$ cat src/rtl/uart_pkg.sv
// Shared definitions for the UART RX pack controller: state encoding,
// FIFO read-phase code and default buffer placement.
package uart_pkg;

    typedef enum logic [1:0] {
        ST_IDLE    = 2'd0,
        ST_COLLECT = 2'd1,
        ST_WRITE   = 2'd2,
        ST_FULL    = 2'd3
    } uart_state_e;

    localparam logic [1:0]  UART_RD_PHASE = 2'b10;
    localparam logic [31:0] UART_BUF_BASE = 32'h0000_0400;

    function automatic logic [31:0] buf_word_addr(input logic [31:0] base,
                                                  input logic [8:0]  ptr);
        return base + {21'd0, ptr, 2'b00};
    endfunction

endpackage

$ cat src/rtl/uart_byte_packer.sv
// Little-endian byte-to-word packer: each push lands in the next lane and
// sets its byte enable; clear empties the word after it has been written.
module uart_byte_packer
    import uart_pkg::*;
(
    input  logic        clk,
    input  logic        reset,
    input  logic        push,
    input  logic [7:0]  byte_in,
    input  logic        clear,
    output logic [31:0] word,
    output logic [3:0]  be,
    output logic [2:0]  byte_cnt
);

    logic [31:0] word_q, word_d;
    logic [3:0]  be_q, be_d;
    logic [2:0]  cnt_q, cnt_d;

    always_comb begin
        word_d = word_q;
        be_d   = be_q;
        cnt_d  = cnt_q;
        if (clear) begin
            word_d = '0;
            be_d   = '0;
            cnt_d  = '0;
        end else if (push && !cnt_q[2]) begin
            word_d[{cnt_q[1:0], 3'b000} +: 8] = byte_in;
            be_d[cnt_q[1:0]]                  = 1'b1;
            cnt_d                             = cnt_q + 3'd1;
        end
    end

    always_ff @(posedge clk) begin
        if (!reset) begin
            word_q <= '0;
            be_q   <= '0;
            cnt_q  <= '0;
        end else begin
            word_q <= word_d;
            be_q   <= be_d;
            cnt_q  <= cnt_d;
        end
    end

    assign word     = word_q;
    assign be       = be_q;
    assign byte_cnt = cnt_q;

endmodule

$ cat src/rtl/uart_rx_pack_ctrl.sv
// Drains the UART RX FIFO, packs bytes into 32-bit words and writes them to a
// linear buffer in data memory over a req/gnt port; irq pulses when it fills.
//
// state   | meaning
// IDLE    | nothing buffered, waiting for FIFO data
// COLLECT | popping bytes into the packer on read phases
// WRITE   | word presented on mem port, waiting for grant
// FULL    | buffer full, waiting for buf_ack
module uart_rx_pack_ctrl
    import uart_pkg::*;
#(
    parameter logic [31:0] BUF_BASE  = UART_BUF_BASE,
    parameter int          BUF_WORDS = 16,
    parameter int          TIMEOUT   = 64
) (
    input  logic        clk,
    input  logic        reset,
    input  logic        enable,
    input  logic        buf_ack,
    input  logic [1:0]  data_clk,
    input  logic        fifo_empty,
    input  logic [31:0] fifo_rd_data,
    output logic        fifo_rd_en,
    output logic        mem_req,
    input  logic        mem_gnt,
    output logic [31:0] mem_addr,
    output logic [31:0] mem_wdata,
    output logic [3:0]  mem_be,
    output logic [7:0]  word_ptr,
    output logic        buf_full,
    output logic        irq
);

    localparam int             TW       = (TIMEOUT > 1) ? $clog2(TIMEOUT) : 1;
    localparam logic [TW-1:0]  TMO_LAST = TW'(TIMEOUT - 1);
    localparam logic [8:0]     WORDS_W  = 9'(BUF_WORDS);

    uart_state_e    state_q, state_d;
    logic [TW-1:0]  timer_q, timer_d;
    // One bit wider than word_ptr so a 256-word buffer can still reach "full".
    logic [8:0]     wptr_q, wptr_d;
    logic           mem_req_q, mem_req_d;
    logic [31:0]    mem_addr_q, mem_addr_d;
    logic           buf_full_q, buf_full_d;
    logic           irq_q, irq_d;
    logic [2:0]     byte_cnt;
    logic           grant;

    assign fifo_rd_en = reset && (state_q == ST_COLLECT) && enable && !fifo_empty
                        && (data_clk == UART_RD_PHASE);
    assign grant      = (state_q == ST_WRITE) && mem_gnt;

    uart_byte_packer u_packer (
        .clk      (clk),
        .reset    (reset),
        .push     (fifo_rd_en),
        .byte_in  (fifo_rd_data[7:0]),
        .clear    (grant),
        .word     (mem_wdata),
        .be       (mem_be),
        .byte_cnt (byte_cnt)
    );

    always_comb begin
        state_d = state_q;
        timer_d = '0;
        wptr_d  = wptr_q;
        case (state_q)
            ST_IDLE: begin
                if (buf_ack) wptr_d = '0;
                if (enable && !fifo_empty) state_d = ST_COLLECT;
            end
            ST_COLLECT: begin
                if (buf_ack) wptr_d = '0;
                if (fifo_rd_en) begin
                    if (byte_cnt == 3'd3) state_d = ST_WRITE;
                end else if (byte_cnt != 3'd0) begin
                    if (!enable || timer_q == TMO_LAST) state_d = ST_WRITE;
                    else if (timer_q != '1)             timer_d = timer_q + TW'(1);
                    else                                timer_d = timer_q;
                end else if (fifo_empty || !enable) begin
                    state_d = ST_IDLE;
                end
            end
            ST_WRITE: begin
                if (mem_gnt) begin
                    wptr_d = wptr_q + 9'd1;
                    if (wptr_d == WORDS_W)          state_d = ST_FULL;
                    else if (enable && !fifo_empty) state_d = ST_COLLECT;
                    else                            state_d = ST_IDLE;
                end
            end
            ST_FULL: begin
                if (buf_ack) begin
                    wptr_d  = '0;
                    state_d = ST_IDLE;
                end
            end
            default: state_d = ST_IDLE;
        endcase

        mem_req_d  = (state_d == ST_WRITE);
        mem_addr_d = (state_d == ST_WRITE) ? buf_word_addr(BUF_BASE, wptr_d) : '0;
        buf_full_d = (state_d == ST_FULL);
        irq_d      = (state_d == ST_FULL) && (state_q != ST_FULL);
    end

    always_ff @(posedge clk) begin
        if (!reset) begin
            state_q    <= ST_IDLE;
            timer_q    <= '0;
            wptr_q     <= '0;
            mem_req_q  <= 1'b0;
            mem_addr_q <= '0;
            buf_full_q <= 1'b0;
            irq_q      <= 1'b0;
        end else begin
            state_q    <= state_d;
            timer_q    <= timer_d;
            wptr_q     <= wptr_d;
            mem_req_q  <= mem_req_d;
            mem_addr_q <= mem_addr_d;
            buf_full_q <= buf_full_d;
            irq_q      <= irq_d;
        end
    end

    assign mem_req  = mem_req_q;
    assign mem_addr = mem_addr_q;
    assign word_ptr = wptr_q[7:0];
    assign buf_full = buf_full_q;
    assign irq      = irq_q;

endmodule

$ cat config.mk
export PLATFORM = sky130hd
export DESIGN_NAME = uart_rx_pack_ctrl
export DESIGN_NICKNAME = d
export VERILOG_FILES = /design/src/rtl/uart_pkg.sv /design/src/rtl/uart_byte_packer.sv /design/src/rtl/uart_rx_pack_ctrl.sv
export SDC_FILE = /design/constraint.sdc
export NUM_CORES = 1
export LEC_CHECK = 0
export ABC_AREA = 1
export CAP_MARGIN = 15
export CORE_MARGIN = 2
export CORE_UTILIZATION = 48
export DETAILED_ROUTE_END_ITERATION = 7
export PLACE_DENSITY = 0.9
export SYNTH_ARGS = -nofsm -noshare
export SYNTH_HDL_FRONTEND = slang
export SYNTH_SLANG_ARGS = --single-unit
$ cat constraint.sdc
create_clock -name clk -period 3.8 [get_ports clk]
set_input_delay 0.38 -clock clk [delete_from_list [all_inputs] [get_ports clk]]
set_output_delay 0.38 -clock clk [all_outputs]
set_load 0.02 [all_outputs]
==> impl_metrics.tcl <==
set metrics [dict create \
    grt_use_total 0.2134 \
    slew_viol_final 0 \
    ir_drop_uv 247.1 \
    grt_pass1_vias 2843 \
    post_cts_buffers 0 \
    powerDensity_nw_per_um2 339.1 \
    timing.setup.tns_ns 0 \
    row_count 29 \
    port_buffers 73 \
    min_period_ns 2.610 \
    synth_area_per_cell_um2 7.626 \
    seq_area_frac_synth 0.4302 \
    crit_buf_inv 5 \
    dieArea_um2 7359 \
    area_growth_pct 26.19 \
    hpwl_mm 5.472 \
    critPathMaxStageDelay_ns 0.45 \
    grt_first_pass_wirelength_mm 12.43 \
    routed-wl-met3_um 560 \
    worst_clock_skew_ns 0.01009 \
    synth_edf_count 0 \
    cp_max_fo 11 \
    path_delay_family "simple AND/OR/NAND/NOR gates" \
    synthArstFlopShare 0 \
    syn_area_um2 3211 \
    topRoutingLayerUsed "met4" \
    cp_common_cell "nand2_1" \
    post_cts_resized 0 \
    grt_overflow_total 0 \
    core_area_um2 6422 \
    num_antenna_cells 0 \
    clockRootBuffer "clkbuf_8" \
    worstSetupEndpointType "flip-flop" \
    routed_wl_mm 7.501 \
    cts_sinks 69 \
    maxClockFrequency_mhz 383.1 \
    nNetsFinal 541 \
    cp-start-kind "flip-flop" \
    comb_power_share 0.051 \
    grt_max_degree 24 \
    drc_errors 6 \
    relSlewSlack 0.5438 \
    holdWs_ns 0.4570 \
    start_util 0.4999 \
    die_w_um 85.79 \
    setup_slack_ns 1.190 \
    boundaryPins 120 \
    rsz0062_at_grt "no" \
    leakage_nw 1.598 \
    hold_viol 0 \
    routabilityCongestion 0.9328 \
    die_h_um 85.79 \
    yosys_warnings 0 \
    wl_met1_mm 3.031 \
    first_pass_iters 7 \
    wire_per_inst_um 13.11 \
    ys_ff_latch 69 \
    hold_buffers 0 \
    swShare 0.2389 \
    yosysUniqueCellTypes 30 \
    cp.required_ns 4.05 \
    ant_nets 0 \
    violations "design-rule violations" \
    status "finished with violations" \
    cts_tree "done" \
    drv_cap 0 \
    synth_ff_type "dfxtp_1" \
    p_int_w 0.001046 \
    slowest_stage "nand3_1" \
    setup_viol 0 \
    syn_inst 421 \
    drive_gt1_frac 0.08485 \
    p_switching_w 0.0003282 \
    timing_worst_setup_path_type "reg2reg" \
    dr.first_iter.drc_count 97 \
    dp_slack_ns 1.159 \
    clockBufferDepth 2 \
    cp.arrival_ns 2.86 \
    h-tree-depth 3 \
    wl_met2_mm 3.758 \
    fin_crit_sh 0.6869 \
    worst_slew_pin_slew_ns 0.6824 \
    path_cells "inv_1 -> ha_1 -> inv_1 -> nor2_1 -> inv_1 -> nor2_1 -> nor2_1 -> nand2_1 -> nand2_1 -> nand2_1 -> nand2_1 -> inv_1 -> nand2_1 -> clkinv_1 -> nand3_1 -> nor2_1" \
    antenna_found_initial 0 \
    clkPwrFrac 0.422 \
    cts.reportedPaths.clkPinSlew_ns 0.07 \
    clk_latency_ns 0.35 \
    numCtsBuffers 9 \
    sequentialPowerShare 0.527 \
    hold_path_class "reg2reg" \
    vias 2939 \
    viasPerCell 5.138 \
]
[flip-flops by register name, summed over array words and instances (netlist names)]
signal and cells:
buf_full 1, u_packer.byte_cnt 3, wptr_q 9, u_packer.word 32, irq 1, u_packer.be 4
timer_q 6, mem_addr 10, mem_req 1, state_q 2
[final cells by class]
class,instances,area (um2)
Clock buffer,10,127.6
Sequential cell,69,1381
Inverter,47,176.4
Fill cell,583,2371
Clock inverter,6,63.81
Multi-Input combinational cell,290,1475
Timing Repair Buffer,73,730.7
Tap cell,77,96.34
[cell usage after synthesis (3+ instances only)]
library cell	count	area share
dfxtp_1	69	0.43
inv_2	7	0.0082
o211ai_1	3	0.0070
nor2_1	48	0.056
ha_1	11	0.043
nand3b_1	3	0.0070
a21oi_1	41	0.064
clkbuf_1	3	0.0035
buf_4	32	0.075
nand2_1	63	0.074
nand3_1	39	0.061
inv_1	38	0.044
nor2_2	11	0.021
o21ai_0	20	0.031
nor3_1	6	0.0094
o221ai_1	3	0.0082
nand2_2	5	0.0097
[layer usage]
| layer | up-vias | track usage |
|---|---|---|
| met5 | - | 0 |
| met4 | 0 | 0.08658 |
| met3 | 20 | 0.08758 |
| met2 | 127 | 0.3800 |
| met1 | 1336 | 0.2222 |
| li1 | 1456 | - |
[path summary, 6_finish.rpt]
kind | start | endpoint | slack (ns) | cells past startpoint
max | u_packer.byte_cnt[0]$_SDFFE_PP0P_ | mem_addr[3]$_SDFF_PN0_ | 1.19 | 16
min | timer_q[0]$_SDFFE_PP0N_ | timer_q[0]$_SDFFE_PP0N_ | 0.46 | 1
max reg2reg | u_packer.byte_cnt[0]$_SDFFE_PP0P_ | mem_addr[3]$_SDFF_PN0_ | 1.19 | 16
min reg2reg | timer_q[0]$_SDFFE_PP0N_ | timer_q[0]$_SDFFE_PP0N_ | 0.46 | 1
[placed cells by master (no fill, tap or decap), types with 2 or more instances in the layout]
cell type        instances
inv_2                    7
nor3_1                   6
clkinvlp_4               2
o21a_1                   2
nor2_1                  48
nand2_1                 63
conb_1                  22
a211oi_1                 2
clkdlybuf4s50_1         73
clkinv_1                 2
o211ai_1                 3
nand2_2                  5
clkbuf_8                 9
nand3_1                 39
o21ai_0                 20
a21oi_1                 41
nor2_4                   2
nor2_2                  11
o21bai_1                 2
inv_1                   38
ha_1                    11
xor2_1                   2
o221ai_1                 3
clkinv_2                 2
dfxtp_1                 69
nand3b_1                 3
[worst reg2reg max path, stage by stage, from the launching register on]
cell,delay (ns)
dfxtp_1,0.39
inv_1,0.21
ha_1,0.25
inv_1,0.09
nor2_1,0.17
inv_1,0.09
nor2_1,0.12
nor2_1,0.06
nand2_1,0.06
nand2_1,0.05
nand2_1,0.06
nand2_1,0.05
inv_1,0.06
nand2_1,0.05
clkinv_1,0.04
nand3_1,0.45
nor2_1,0.31
[kinds of logic (layout without fill, tap and decap cells)]
logic type	after synthesis	in the layout	share of synthesized area
AND/OR/NAND/NOR	180	180	0.2564
buffers and inverters	83	136	0.1348
AO/OA/AOI/OAI	75	75	0.1290
flip-flops	69	69	0.4302
adder cells (fa/ha/maj)	11	11	0.04287
XOR/XNOR	2	2	0.005457
other	1	22	0.001168
[power by group through the flow]
stage	logic, W	clock network [W]	registers [W]
2_1_floorplan	0.0000568	0	0.000742
4_1_cts	0.0000689	0.000592	0.000725
3_5_place_dp	0.0000687	0	0.000741
3_3_place_gp	0.0000678	0	0.000741
6_report	0.0000699	0.000579	0.000725
5_1_grt	0.0000753	0.000625	0.000724
[metrics by stage]
| step | std cells | instance area, um2 | power, W | util |
|---|---|---|---|---|
| floorplan | 442 | 3289 | 0.0007985 | - |
| global placement | 556 | 3860 | 0.0008091 | 0.6010 |
| detailed placement | 556 | 3860 | 0.0008100 | 0.6010 |
| CTS | 572 | 4051 | 0.001386 | 0.6308 |
| global route | 572 | 4051 | 0.001424 | 0.6308 |
| finish | 572 | 4051 | 0.001374 | 0.6308 |
Power figures use the tool's default switching activity.
